[config.mk]
export PLATFORM = sky130hd
export DESIGN_NAME = burst_sampler
export DESIGN_NICKNAME = d
export VERILOG_FILES = /design/src/rtl/burst_sampler.sv
export SDC_FILE = /design/constraint.sdc
export NUM_CORES = 1
export LEC_CHECK = 0
export ABC_AREA = 1
export CELL_PAD_IN_SITES_DETAIL_PLACEMENT = 0
export CELL_PAD_IN_SITES_GLOBAL_PLACEMENT = 1
export CORE_MARGIN = 2
export CORE_UTILIZATION = 33
export CTS_CLUSTER_DIAMETER = 100
export DETAILED_ROUTE_END_ITERATION = 16
export GPL_ROUTABILITY_DRIVEN = 1
export PLACE_DENSITY = 0.81
export SKIP_CTS_REPAIR_TIMING = 1
export SLEW_MARGIN = 20
export SYNTH_ARGS = -nofsm -noshare
export SYNTH_HDL_FRONTEND = slang
export SYNTH_SLANG_ARGS = --single-unit
export TNS_END_PERCENT = 1
[constraint.sdc]
create_clock -name clk -period 1.25 [get_ports clk]
set_input_delay 0.1875 -clock clk [delete_from_list [all_inputs] [get_ports clk]]
set_output_delay 0.1875 -clock clk [all_outputs]
set_load 0.01 [all_outputs]
[src/rtl/burst_sampler.sv]
// burst_sampler
//   Waits for a transition into TRIG_LEVEL on the synchronised RX line and
//   captures SAMPLE_COUNT samples spaced CLK_PER_SAMPLE clocks apart. It then
//   presents the burst with a valid/ack handshake. After each ack it enforces
//   HOLDOFF idle clocks before it re-arms.
//
// Ports
//   clk          sample clock
//   rst_n        asynchronous active-low reset
//   signal       raw RX line, asynchronous to clk
//   enable       arms the trigger; low aborts a capture in progress
//   sample_ack   consumer accepts the presented burst
//   sample       captured burst, first sample at the MSB
//   sample_valid burst ready, held until acked
//   busy         high while capturing
//   overrun      sticky: a trigger edge arrived while a burst awaited ack
//
// state   | meaning
// --------+--------------------------------------------------------------
// IDLE    | armed when enable is high; waits for a trigger edge
// CAPTURE | shifting in samples at prescaler terminal count
// VALID   | burst frozen and presented; waits for sample_ack
// HOLD    | post-ack hold-off; trigger edges ignored
module burst_sampler #(
  parameter int   SAMPLE_COUNT   = 80,
  parameter int   CLK_PER_SAMPLE = 1,
  parameter int   HOLDOFF        = 0,
  parameter logic TRIG_LEVEL     = 1'b1
) (
  input  logic                    clk,
  input  logic                    rst_n,
  input  logic                    signal,
  input  logic                    enable,
  input  logic                    sample_ack,
  output logic [SAMPLE_COUNT-1:0] sample,
  output logic                    sample_valid,
  output logic                    busy,
  output logic                    overrun
);

  localparam int CW = $clog2(SAMPLE_COUNT);
  localparam int PW = (CLK_PER_SAMPLE > 1) ? $clog2(CLK_PER_SAMPLE) : 1;
  localparam int HW = (HOLDOFF > 1) ? $clog2(HOLDOFF) : 1;

  localparam logic [CW-1:0] CNT_LOAD  = CW'(SAMPLE_COUNT - 1);
  localparam logic [PW-1:0] PSC_LOAD  = PW'(CLK_PER_SAMPLE - 1);
  localparam logic [HW-1:0] HOLD_LOAD = (HOLDOFF > 0) ? HW'(HOLDOFF - 1) : '0;

  typedef enum logic [1:0] {
    IDLE,
    CAPTURE,
    VALID,
    HOLD
  } state_t;

  state_t state, state_d;

  logic s1, s2, prev;
  logic trigger;

  logic [CW-1:0]           cnt, cnt_d;
  logic [PW-1:0]           psc, psc_d;
  logic [HW-1:0]           hold_cnt, hold_d;
  logic [SAMPLE_COUNT-1:0] sample_d;
  logic                    overrun_d;

  // Synchroniser and edge history reset to the active level so that a line
  // already active at reset release is not seen as a fresh edge.
  always_ff @(posedge clk or negedge rst_n) begin
    if (!rst_n) begin
      s1   <= TRIG_LEVEL;
      s2   <= TRIG_LEVEL;
      prev <= TRIG_LEVEL;
    end else begin
      s1   <= signal;
      s2   <= s1;
      prev <= s2;
    end
  end

  assign trigger = (s2 == TRIG_LEVEL) && (prev != TRIG_LEVEL);

  always_ff @(posedge clk or negedge rst_n) begin
    if (!rst_n) begin
      state    <= IDLE;
      cnt      <= '0;
      psc      <= '0;
      hold_cnt <= '0;
      sample   <= '0;
      overrun  <= 1'b0;
    end else begin
      state    <= state_d;
      cnt      <= cnt_d;
      psc      <= psc_d;
      hold_cnt <= hold_d;
      sample   <= sample_d;
      overrun  <= overrun_d;
    end
  end

  always_comb begin
    state_d   = state;
    cnt_d     = cnt;
    psc_d     = psc;
    hold_d    = hold_cnt;
    sample_d  = sample;
    overrun_d = overrun;

    unique case (state)
      IDLE: begin
        // The trigger cycle itself supplies sample 0.
        if (enable && trigger) begin
          sample_d  = {sample[SAMPLE_COUNT-2:0], s2};
          cnt_d     = CNT_LOAD;
          psc_d     = PSC_LOAD;
          overrun_d = 1'b0;
          state_d   = CAPTURE;
        end
      end

      CAPTURE: begin
        // An abort keeps the partial burst but never raises valid.
        if (!enable) begin
          state_d = IDLE;
        end else if (psc == '0) begin
          sample_d = {sample[SAMPLE_COUNT-2:0], s2};
          psc_d    = PSC_LOAD;
          cnt_d    = cnt - 1'b1;
          if (cnt == CW'(1)) begin
            state_d = VALID;
          end
        end else begin
          psc_d = psc - 1'b1;
        end
      end

      VALID: begin
        // The edge is recorded even when ack lands in the same cycle.
        if (trigger) begin
          overrun_d = 1'b1;
        end
        if (sample_ack) begin
          if (HOLDOFF > 0) begin
            hold_d  = HOLD_LOAD;
            state_d = HOLD;
          end else begin
            state_d = IDLE;
          end
        end
      end

      HOLD: begin
        if (hold_cnt == '0) begin
          state_d = IDLE;
        end else begin
          hold_d = hold_cnt - 1'b1;
        end
      end

      default: state_d = IDLE;
    endcase
  end

  assign busy         = (state == CAPTURE);
  assign sample_valid = (state == VALID);

endmodule

==> summary.txt <==
Synth
  • Async set or reset register ratio after synthesis: 100.0%
  • Syn Nets: 420
  • Synth Area in Adders: 0.6887%
  • Synthesized cell area: 0.003633 sq mm
  • Most common library cells after synthesis: nand2_1, dfrtp_1, inv_1
  • Combinational family with the most area after synthesis: simple AND/OR/NAND/NOR gates
  • Synthesized flop and latch total: 93
  • Yosys warns: 0
  • Most frequent cell after synthesis: nand2_1
  • Number of flops mapped to enable cells by yosys: 0
  • Mux cell area share after synthesis: 0%
  • Ys flop type: dfrtp_1
  • Mean Syn Cell Area: 8.798 sq um
  • Synth Area in XOR/XNOR: 0%
  • Simple-Gate Fraction of Synth Area: 28.79%
  • Synth Area in Compound Gates: 1.687%
  • Synth top area share: 61.98%
  • Most area-consuming cells after synthesis: dfrtp_1, nand2_1, dfstp_2, buf_2, inv_1
  • Yosys cell types: 19
  • Post-Synthesis Cells: 413
  • Seq/Total Area, Yosys: 64.15%
  • Synth area leader: dfrtp_1

Drt
  • Drt pass-1 iters: 4
  • Routed via count: 2839
  • Routed WL: 7968 um
  • Drt drc: 0
  • Initial drt markers: 102
  • Routed len/inst: 12.18 um
  • Via density: 4.341
  • Post-DRT Antenna Nets: 0

Placement
  • Final Wtd Congestion: 0.7174
  • Dpl ws: -383.7 ps
  • Detailed Place HPWL: 5267 um
  • IO buf count: 87

Worst setup path
  • R2R Path End: sample[0]
  • Critical path class: register to register
  • Worst EP arrival: 1580 ps
  • R2R cell count: 4
  • Setup slack, reg-to-reg: -100 ps
  • Crit path cell chain: nor2_4 > o21ai_4 > buf_6 > a21oi_1
  • Worst reg2reg path startpoint: prev
  • Worst EP required: 1480 ps
  • CP max stage delay: 550 ps
  • Max FO, Critical Path: 39
  • Crit end category: register
  • Critical Path Source Type: register
  • CP max-delay cell: dfstp_2

STA
  • Tmin final: 1353 ps
  • Max frequency: 739.1 MHz
  • Worst slew pin tran: 293.1 ps
  • Final Hold Fails: 0
  • Clock skew: 12.72 ps
  • Slew margin rel.: 80.46%
  • Pins Over Slew Limit: 0
  • Setup WS post-layout: -103.0 ps
  • Period utilisation layout: 108.2%
  • Hold Worst Slack: 232.9 ps
  • RSZ-0062 raised after global routing: yes
  • Final setup violating endpoints: 85

Worst hold path
  • Worst Hold End: s1
  • Hold_sp: signal
  • WHS Path Cells: 1
  • Min-delay worst type: primary input to register

Pwr
  • Leak: 4.044 nW
  • PwrDens: 1290 mW/mm^2
  • Max IR drop VDD: 0.7699 mV

Floorplan
  • Die Height: 108.9 um
  • Starting Density: 33.67%
  • Core ar.: 0.01079 sq mm
  • # IOs: 88
  • Die area: 0.01187 sq mm
  • Die extent in x: 108.9 um
  • Site row count: 38

Final layout
  • # diodes: 0
  • Share of cells above drive strength 1: 8.755%
  • NumNets Final: 517
  • Area grow syn2layout: 42.36%

Run status
  • Failing checks: setup timing
  • Run status: complete, but fails checks

GRT
  • Largest net degree at the start of global routing: 44
  • Total gr overflow: 0
  • Vias in the first global route: 2704
  • Total GRT Usage: 14.17%
  • Initial antenna violation count: 0
  • First-pass GRT wire length: 13170 um

Clock network
  • CTS tree: done
  • Clock slew at reported path FFs: 100 ps
  • CTS Buf Count: 9
  • CTS Sinks: 93
  • Worst-skew pair later-pin latency: 340 ps
  • Clock Path Buffers: 2
  • H-Tree Depth: 3
  • Root Buffer: clkbuf_8

Job
  • Total of max-cap violations: 0
[cell families (layout without fill, tap and decap cells)]
kind of cell | after synthesis | after routing
and+or+nand+nor | 273 | 273
DFF | 93 | 93
buffers and inverters | 34 | 135
AOI/OAI and AO/OA | 11 | 11
adders and majority gates | 2 | 2
[flip-flops by register name, indices dropped and copies added (netlist names)]
signal	cells
s2	1
s1	1
prev	1
state	2
cnt	7
overrun	1
sample	80
[power by group]
part / leakage, nW / switching (W) / internal [W]
logic: 2.71 / 0.000675 / 0.000606
clock network: 0.0841 / 0.00104 / 0.000829
registers: 1.25 / 0.000226 / 0.00330
[cell type report]
cell class | instances | area (sq um)
timing repair buffer | 103 | 1266
fill | 1032 | 5620
clock inverter | 4 | 31.28
tap | 140 | 175.2
inverter | 17 | 63.81
multi-input combinational | 286 | 1152
clock buffer | 11 | 151.4
sequential | 93 | 2332
[per-stage QoR]
step / area, sq um / total power, W / cells / utilization (%) / setup TNS, ps
after floorplan: 3638 / 0.004128 / 413 / - / 0
after global placement: 4746 / 0.004881 / 638 / 43.97 / -27750
after detailed placement: 4746 / 0.004923 / 638 / 43.97 / -31430
after CTS: 4928 / 0.006816 / 653 / 45.66 / -33280
after global routing: 5172 / 0.007066 / 654 / 47.92 / -12400
final: 5172 / 0.006671 / 654 / 47.92 / -4579
[routing by layer]
layer  track usage (%)  part of all wire [%]
met5                 0                     0
met4             4.945                  0.72
met3             3.586                   5.3
met2             21.25                    46
met1             19.96                    48
[cell usage in the layout (no fill, tap or decap), types with 2 or more instances in the layout]
cell and count:
buf_4 8, clkbuf_8 11, dfrtp_1 89, inv_1 13, inv_2 4, dfstp_2 3
dlymetal6s2s_1 82, clkinvlp_4 3, clkdlybuf4s50_1 3, nor2_1 10, buf_6 4, buf_12 4
nor2_2 2, o21ai_0 2, a21oi_1 3, nand3_1 7, nand2_1 250, o21ai_1 4
ha_1 2
[critical path, delay by kind of cell, from the launching register on]
family	cells	cell delay [ps]
compound gates	2	310
flops	1	550
buf+inv	1	310
simple gates	1	50
[worst max path at each step]
stage / from / end / cells past startpoint
global route: s2 / cnt[1] / 7
floorplan: s2 / sample[10] / 7
detailed placement: enable / sample[76] / 7
CTS: state[0] / sample_valid / 2
finish: prev / sample[0] / 4
global placement: enable / sample[1] / 7
(Power assumes the default switching activity.)
